`src/rtl/turbo_pkg.sv`:
```
// Shared parameters, state encoding and QPP helper for the turbo encoder slice.
package turbo_pkg;

  localparam int K  = 16;
  localparam int M  = 3;
  localparam int F1 = 3;
  localparam int F2 = 4;
  localparam int OW = 3 * K + 4 * M;
  localparam int IW = $clog2(K);
  localparam int TW = $clog2(M + 1);

  typedef enum logic [1:0] {
    IDLE = 2'd0,
    ENC  = 2'd1,
    TAIL = 2'd2,
    DONE = 2'd3
  } state_e;

  // Bit i is the coefficient of D^i.
  localparam logic [M:0] FB_POLY = 4'b1101;  // 1 + D^2 + D^3
  localparam logic [M:0] FF_POLY = 4'b1011;  // 1 + D + D^3

  localparam logic [IW-1:0] G_INIT = IW'((F1 + F2) % K);
  localparam logic [IW-1:0] G_STEP = IW'((2 * F2) % K);

  function automatic logic [IW-1:0] qpp(input int unsigned idx);
    int unsigned v;
    v = (F1 * idx + F2 * idx * idx) % K;
    return v[IW-1:0];
  endfunction

endpackage

```
`src/rtl/turbo_encoder_rsc.sv`:
```
// Memory-3 recursive systematic convolutional encoder with trellis termination.
module rsc_encoder
  import turbo_pkg::*;
(
  input  logic i_clk,
  input  logic i_rst,
  input  logic i_clr,
  input  logic i_en,
  input  logic i_tail,
  input  logic i_u,
  output logic o_x,
  output logic o_z
);

  // s_q[0] is the newest stage s1, s_q[M-1] the oldest.
  logic [M-1:0] s_q, s_d;
  logic         fb;
  logic         x;
  logic         a;

  always_comb begin
    fb = ^(s_q & FB_POLY[M:1]);
    // Feeding the feedback back in as input drives the register toward zero.
    x  = i_tail ? fb : i_u;
    a  = x ^ fb;
    o_x = x;
    o_z = (a & FF_POLY[0]) ^ (^(s_q & FF_POLY[M:1]));
    if (i_clr) begin
      s_d = '0;
    end else if (i_en) begin
      s_d = {s_q[M-2:0], a};
    end else begin
      s_d = s_q;
    end
  end

  always_ff @(posedge i_clk) begin
    if (i_rst) begin
      s_q <= '0;
    end else begin
      s_q <= s_d;
    end
  end

endmodule

```
`src/rtl/turbo_encoder.sv`:
```
// Turbo encoder top: block register, FSM, QPP address generator and codeword packing.
module turbo_encoder
  import turbo_pkg::*;
(
  input  logic          i_clk,
  input  logic          i_rst,
  input  logic          i_start,
  input  logic [K-1:0]  i_data,
  output logic          o_ready,
  output logic          o_done,
  output logic [OW-1:0] o_data
);

  state_e        state_q, state_d;
  logic [IW-1:0] i_q, i_d;
  logic [IW-1:0] pi_q, pi_d;
  logic [IW-1:0] g_q, g_d;
  logic [TW-1:0] t_q, t_d;
  logic [K-1:0]  blk_q, blk_d;
  logic [OW-1:0] data_q, data_d;
  logic          ready_q, ready_d;
  logic          done_q, done_d;
  logic          enc_clr, enc_en, enc_tail;
  logic          x1, z1, x2, z2;

  rsc_encoder u_enc1 (
    .i_clk  (i_clk),
    .i_rst  (i_rst),
    .i_clr  (enc_clr),
    .i_en   (enc_en),
    .i_tail (enc_tail),
    .i_u    (blk_q[i_q]),
    .o_x    (x1),
    .o_z    (z1)
  );

  rsc_encoder u_enc2 (
    .i_clk  (i_clk),
    .i_rst  (i_rst),
    .i_clr  (enc_clr),
    .i_en   (enc_en),
    .i_tail (enc_tail),
    .i_u    (blk_q[pi_q]),
    .o_x    (x2),
    .o_z    (z2)
  );

  always_comb begin
    state_d  = state_q;
    i_d      = i_q;
    pi_d     = pi_q;
    g_d      = g_q;
    t_d      = t_q;
    blk_d    = blk_q;
    data_d   = data_q;
    enc_clr  = 1'b0;
    enc_en   = 1'b0;
    enc_tail = 1'b0;
    case (state_q)
      IDLE: begin
        if (i_start) begin
          blk_d   = i_data;
          enc_clr = 1'b1;
          i_d     = '0;
          pi_d    = '0;
          g_d     = G_INIT;
          t_d     = '0;
          data_d  = '0;
          state_d = ENC;
        end else begin
          state_d = IDLE;
        end
      end
      ENC: begin
        enc_en = 1'b1;
        data_d[3*int'(i_q) +: 3] = {z2, z1, x1};
        i_d  = i_q + IW'(1);
        // QPP by second differences: pi += g, g += 2*F2, all mod K.
        pi_d = pi_q + g_q;
        g_d  = g_q + G_STEP;
        if (i_q == IW'(K - 1)) begin
          state_d = TAIL;
        end else begin
          state_d = ENC;
        end
      end
      TAIL: begin
        enc_en   = 1'b1;
        enc_tail = 1'b1;
        data_d[3*K + 2*int'(t_q) +: 2]       = {z1, x1};
        data_d[3*K + 2*M + 2*int'(t_q) +: 2] = {z2, x2};
        t_d = t_q + TW'(1);
        if (t_q == TW'(M - 1)) begin
          state_d = DONE;
        end else begin
          state_d = TAIL;
        end
      end
      DONE: begin
        state_d = IDLE;
      end
      default: begin
        state_d = IDLE;
      end
    endcase
    ready_d = (state_d == IDLE);
    done_d  = (state_d == DONE);
  end

  always_ff @(posedge i_clk) begin
    if (i_rst) begin
      state_q <= IDLE;
      i_q     <= '0;
      pi_q    <= '0;
      g_q     <= '0;
      t_q     <= '0;
      blk_q   <= '0;
      data_q  <= '0;
      ready_q <= 1'b1;
      done_q  <= 1'b0;
    end else begin
      state_q <= state_d;
      i_q     <= i_d;
      pi_q    <= pi_d;
      g_q     <= g_d;
      t_q     <= t_d;
      blk_q   <= blk_d;
      data_q  <= data_d;
      ready_q <= ready_d;
      done_q  <= done_d;
    end
  end

  assign o_ready = ready_q;
  assign o_done  = done_q;
  assign o_data  = data_q;

endmodule
```
`config.mk`:
```
export PLATFORM = sky130hd
export DESIGN_NAME = turbo_encoder
export DESIGN_NICKNAME = d
export VERILOG_FILES = /design/src/rtl/turbo_pkg.sv /design/src/rtl/turbo_encoder_rsc.sv /design/src/rtl/turbo_encoder.sv
export SDC_FILE = /design/constraint.sdc
export NUM_CORES = 1
export LEC_CHECK = 0
export CAP_MARGIN = 20
export CORE_UTILIZATION = 40
export CTS_CLUSTER_DIAMETER = 60
export DETAILED_ROUTE_END_ITERATION = 6
export PLACE_DENSITY = 0.63
export SETUP_SLACK_MARGIN = 0.1
export SYNTH_ARGS = -nofsm -noshare
export SYNTH_HDL_FRONTEND = slang
export SYNTH_SLANG_ARGS = --single-unit
```
`constraint.sdc`:
```
create_clock -name i_clk -period 3.9 [get_ports i_clk]
set_input_delay 0.39 -clock i_clk [delete_from_list [all_inputs] [get_ports i_clk]]
set_output_delay 0.39 -clock i_clk [all_outputs]
set_load 0.01 [all_outputs]
```
## Word level (Yosys, flattened, before mapping)

Cells that the tools add are included.

| storage, ports and cells | value |
|---|---|
| word-level logic and storage cells | 81 |
| bits in registers | 100 |
| input port bits | 19 |
| output and inout port bits | 62 |

| cells by class | value |
|---|---|
| equal/unequal tests | 7 |
| mux-type cells | 26 |
| bitwise operators | 4 |
| reductions and logical operators | 15 |
| multiply operators | 1 |
| $lt $le $gt $ge | 2 |
| shift operators | 6 |
| add/sub/neg operators | 9 |

Operator list:

| operator | number |
|---|---|
| $bwmux 60 | 3 |
| $pmux 60 s3 | 1 |
| $shift 2x33->60 const A | 2 |
| $shiftx 2x33->60 | 2 |
| $neg 7->33 | 2 |
| $mux 60 | 1 |
| $shift 3x33->60 const A | 1 |
| $shiftx 3x33->60 | 1 |
| $neg 6->33 | 1 |
| $pmux 4 s2 | 3 |
| $add 6x3->7 const A | 2 |
| $reduce_xor 3->1 | 4 |
| $lt 4x5->1 const B | 2 |
| $mux 1 | 10 |
| $bmux 1 s4 | 2 |
| $eq 2x2->1 const B | 4 |
| $mux 4 | 2 |
| $pmux 2 s4 | 1 |
| $reduce_and 2->1 | 4 |
| $mul 2x4->6 const A | 1 |
| $add 4x1->4 const B | 1 |
| $add 4x4->4 | 1 |
| $add 4x4->4 const B | 1 |
| $eq 4x4->1 const B | 1 |
| 10 further kinds | 17 |

## Logic depth before layout (Yosys ltp)

| depth | value |
|---|---|
| depth after elaboration | 9 |
| depth in mapped cells | 11 |
| mapped depth without buffers | 9 |

## Hierarchy

Synthesis repeated with hierarchy kept, for this count alone.

| unflattened totals | value |
|---|---|
| cells, all modules | 675 |
| area, all modules | 5680.4 um^2 |

Modules (own cells, without submodules):

| module | times used | cells each | area each (um^2) |
|---|---|---|---|
| turbo_encoder | 1 | 641 | 5345.1 |
| rsc_encoder | 2 | 17 | 167.7 |

## Worst setup path before layout

Ideal clock, no wire load.

| timing path | value |
|---|---|
| path kind | reg-to-reg |
| start point | register i_q[1] |
| end point | register data_q[45], in the netlist o_data[45] |
| slack | 1189 ps |
| data required time | 3809 ps |
| library setup time | 91 ps |
| stages on the path, launching flop included | 10 |
| arrival | 2621 ps |
| path buffers | 2 |
| period minus slack after synthesis | 2711 ps |
| cell sequence | dfxtp_1 > buf_6 > mux4_2 > mux4_2 > xnor2_2 > nor2_1 > xor2_1 > buf_6 > nand4_1 > a311oi_1 |

| between the ends | value |
|---|---|
| cells in the longest elaborated chain, start to end | 9 |
| elaborated cells on any way between the ends | 14 |

Ends and longest elaborated chain:

| what | RTL line | text |
|---|---|---|
| from (decl) | turbo_encoder.sv:15 | `logic [IW-1:0] i_q, i_d;` |
| from (signal assigned) | turbo_encoder.sv:123 | `i_q <= i_d;` |
| parallel branches: the longest is 8 deep, another holds $neg 6->33 | -- |  |
| $pmux 60 s3 * | turbo_encoder.sv:59 | `case (state_q)` |
| to (signal assigned) | turbo_encoder.sv:128 | `data_q <= data_d;` |
| to (decl) | turbo_encoder.sv:20 | `logic [OW-1:0] data_q, data_d;` |

Mark *: on every way between the ends. The select of a mux whose other input is x is not followed.
A chain may end at the register's enable or synchronous reset.

## Final worst setup path

| timing path | value |
|---|---|
| start point | register i_q[1] |
| end point | register data_q[22], in the netlist o_data[22] |

Same word-level chain as after synthesis.

==> flow_summary.toml <==
[power]
power_mw = 2.49
ir_drop_mv = 0.234
p_per_area_mw_per_mm2 = 374
static_power_due_to_leakage_nw = 2.36

[timing]
clock-skew-final_ns = 0.00778
maxClockFrequency_ghz = 0.297
whs_ns = 0.450
fin_ws_ns = 0.532
worst_pin_slew_ns = 0.724
maxSlewViolCount = 0
timing.setup.tns_ns = 0
rsz_0062_raised_after_global_routing = "no"
normalized_max_slew_margin_pct = 51.1
min_period_over_period_pct = 86.4
minimum_clock_period_after_layout_ns = 3.37
setup_viol_count_final = 0
finalHoldViolations = 0

[detailed_routing]
vias_per_cell = 5.76
detailroute.via_count = 5169
detail_route.wirelength.met1_mm = 7.08
postRouteAntennaNets = 0
route.met3.wl_mm = 1.17
routed_wl_mm = 16.0
dr.first_iter.drc_count = 399
top_signal_layer_used = "met4"
drt_drc_violations_left = 0
detailedRoute.firstPassIterationCount = 5
wire_per_inst_um = 17.8
routed-wl-met2_mm = 7.28

[job]
drv.max_cap_violation_count = 0

[setup_path]
worst_setup_path_start_kind = "register"
worst-path-max-fanout = 15
r2r_slack_ns = 0.53
critical_path.reg2reg.endpoint = "o_data[22]"
r2r-start = "i_q[1]"
timing.setup.critical_path_class = "register to register"
crit_arrival_ns = 3.67
critical_path_required_ns = 4.20
setup.worst_path.end_class = "register"
ff2ff_path_depth = 8

[die]
floorplan.rows = 41
core_region_area_mm2 = 0.0128
floorplan.die_area_mm2 = 0.0138
boundaryPins = 81
fp.dieW_um = 118
die-height_um = 118
initial_core_util_pct = 41.7

[clock_tree]
cts_clk_pin_slew_worst_paths_ns = 0.07
clock-root-buffer = "sky130_fd_sc_hd__clkbuf_16"
post_cts_resize_count = 0
max_buffers_root_to_sink = 2
numCtsBuffers = 9
cts_tree = "done"
clock_tree.htree_level_count = 3
postCtsSetupBuffers = 0
cts_sinks = 98
cts-hold-fix-buffers = 0
worstSkewPairLatency_ns = 0.36

[synthesis]
synthDominantAreaCellType = "sky130_fd_sc_hd__dfxtp_1"
synth_largest_type_area_fraction_pct = 36.7
synth_edf_count = 0
syn_area_mm2 = 0.00535
yosys.cell_types.count = 69
ys_seq_elements = 98
asyncSetResetFlopFracSynth_pct = 0
netlist_instances = 659
synth-main-ff-cell = "sky130_fd_sc_hd__dfxtp_1"
synth.area.top_cells = "sky130_fd_sc_hd__dfxtp_1 (37%), sky130_fd_sc_hd__nand2_1 (6.2%), sky130_fd_sc_hd__ha_1 (4.9%)"
syn-num-nets = 700
yosys_warnings = 0
synth.avg_cell_area_um2 = 8.12
share_of_synthesized_area_occupied_by_flip_flops_and_latches_pct = 36.7

[finish]
synthToLayoutAreaGrowth_pct = 24.4
nFillCells = 1245
nets = 761
layout-drive-gt1-share_pct = 6.90
finalCoreUtilization_pct = 51.9
antenna-diode-count = 0
multi_input_comb_area_mm2 = 0.00311
storage_element_area_mm2 = 0.00196

[worst_hold_path]
hold_depth = 2
start_point_of_the_worst_min_delay_path = "o_data[2]"
worst_hold_endpoint = "o_data[2]"
hold_path_class = "register to register"

[global_routing]
grt_antenna_before_repair = 0
globalRouteOverflowTotal = 0
via_count_of_the_first_global_routing_pass = 4881
grt.total_usage_pct = 23.5
grt_pass1_wl_mm = 25.8
largest_net_degree_at_the_start_of_global_routing = 53

[place]
port_buffers = 80
dp.final_hpwl_mm = 11.6
gp_routability_congestion = 0.904
placement.setup.worst_slack_ns = 0.614

[outcome]
run_status = "finished clean"
[how the worst max path moves through the flow]
stage                      start          to  slack, ns
after floorplan           i_q[1]  o_data[45]       1.19
after global placement    i_q[1]  o_data[34]       0.66
after detailed placement  i_q[1]  o_data[34]       0.61
after CTS                 i_q[1]  o_data[22]       0.57
after global routing      i_q[1]  o_data[10]       0.36
final                     i_q[1]  o_data[22]       0.53
[critical path, stage by stage, from the launching register on]
cell and delay (ns):
sky130_fd_sc_hd__dfxtp_1 0.70, sky130_fd_sc_hd__mux4_1 0.67, sky130_fd_sc_hd__mux4_2 0.52, sky130_fd_sc_hd__xnor2_2 0.16
sky130_fd_sc_hd__nor2_1 0.19, sky130_fd_sc_hd__xor2_1 0.44, sky130_fd_sc_hd__buf_4 0.27, sky130_fd_sc_hd__and2_1 0.20
sky130_fd_sc_hd__a22o_1 0.15
[routing by layer]
layer | global-route usage [%] | vias up
met4 | 11.1 | 0
met2 | 37.0 | 222
li1 | - | 2513
met5 | 0 | -
met3 | 5.28 | 35
met1 | 30.2 | 2399
[layout by cell type (no fill, tap or decap), types with 3 or more instances in the layout]
cell and instances:
sky130_fd_sc_hd__a21oi_1 51, sky130_fd_sc_hd__xor2_1 6, sky130_fd_sc_hd__nand3b_1 3, sky130_fd_sc_hd__o31ai_1 13, sky130_fd_sc_hd__buf_4 11, sky130_fd_sc_hd__mux2i_1 8, sky130_fd_sc_hd__a31o_2 4, sky130_fd_sc_hd__a32oi_1 8
sky130_fd_sc_hd__a31oi_1 6, sky130_fd_sc_hd__a21o_1 8, sky130_fd_sc_hd__and2_1 8, sky130_fd_sc_hd__a22oi_1 10, sky130_fd_sc_hd__o22ai_1 4, sky130_fd_sc_hd__mux2_2 3, sky130_fd_sc_hd__clkdlybuf4s50_1 79, sky130_fd_sc_hd__or3_1 3
sky130_fd_sc_hd__nor2_1 63, sky130_fd_sc_hd__nand2b_1 5, sky130_fd_sc_hd__nand3_1 15, sky130_fd_sc_hd__o32ai_1 4, sky130_fd_sc_hd__nor3_1 9, sky130_fd_sc_hd__o21a_1 3, sky130_fd_sc_hd__or2_2 6, sky130_fd_sc_hd__a32o_1 10
sky130_fd_sc_hd__ha_1 21, sky130_fd_sc_hd__mux4_2 5, sky130_fd_sc_hd__nand2_1 88, sky130_fd_sc_hd__a21boi_0 3, sky130_fd_sc_hd__nand4_1 9, sky130_fd_sc_hd__a22o_1 7, sky130_fd_sc_hd__a311oi_1 3, sky130_fd_sc_hd__clkbuf_16 9
sky130_fd_sc_hd__dfxtp_1 98, sky130_fd_sc_hd__o21ai_0 49, sky130_fd_sc_hd__and3_1 7, sky130_fd_sc_hd__nor2b_1 10, sky130_fd_sc_hd__nor3b_1 5, sky130_fd_sc_hd__inv_1 27, sky130_fd_sc_hd__bufinv_16 5
[sequential cells by signal, indices dropped and copies added (netlist names)]
name and count:
blk_q 16, g_q 2, i_q 4, o_data 60, o_done 1, o_ready 1, pi_q 4, state_q 2
t_q 2, u_enc1.s_q 3, u_enc2.s_q 3
[area by class of cell]
cell class              count  area share (%)
well taps                 172            3.23
repair buffers             91            13.2
flip-flops and latches     98            29.5
clock inverters             7            2.48
inverters                  28            1.58
multi-input cells         492            46.7
clock buffers               9            3.38
[per-stage QoR]
step | cells | cell area, um2
global route | 897 | 6660
detailed placement | 881 | 6270
CTS | 897 | 6660
finish | 897 | 6660
global placement | 881 | 6270
floorplan | 659 | 5350
[cells by family (layout without fill, tap and decap cells)]
| kind of cell | Yosys count | count (layout) | synth area share (%) |
|---|---|---|---|
| AO/OA/AOI/OAI | 206 | 206 | 25.9 |
| flip-flops | 98 | 98 | 36.7 |
| buffers and inverters | 69 | 135 | 5.26 |
| adder cells (fa/ha/maj) | 22 | 22 | 5.28 |
| AND/OR/NAND/NOR | 238 | 238 | 20.6 |
| XOR/XNOR | 9 | 9 | 1.61 |
| multiplexers | 17 | 17 | 4.72 |
[synthesized netlist by cell type (all sizes together), types with 8 or more instances]
master,number
dfxtp,98
inv,27
a32oi,8
a32o,10
nor2,63
a22oi,10
clkbuf,29
nor3,9
buf,12
mux2i,8
nor2b,10
a21oi,51
o21ai,52
a21o,8
nand4,9
ha,21
nand2,89
o31ai,13
nand3,15
and2,8
[report_power, final]
group          switching [mW]  internal (mW)  leakage [nW]
Combinational           0.199          0.101          1.39
Sequential             0.0217           1.02         0.793
Clock                   0.395          0.756         0.182
Total                   0.615           1.88          2.36
No activity file was read; power rests on OpenSTA's default activity.
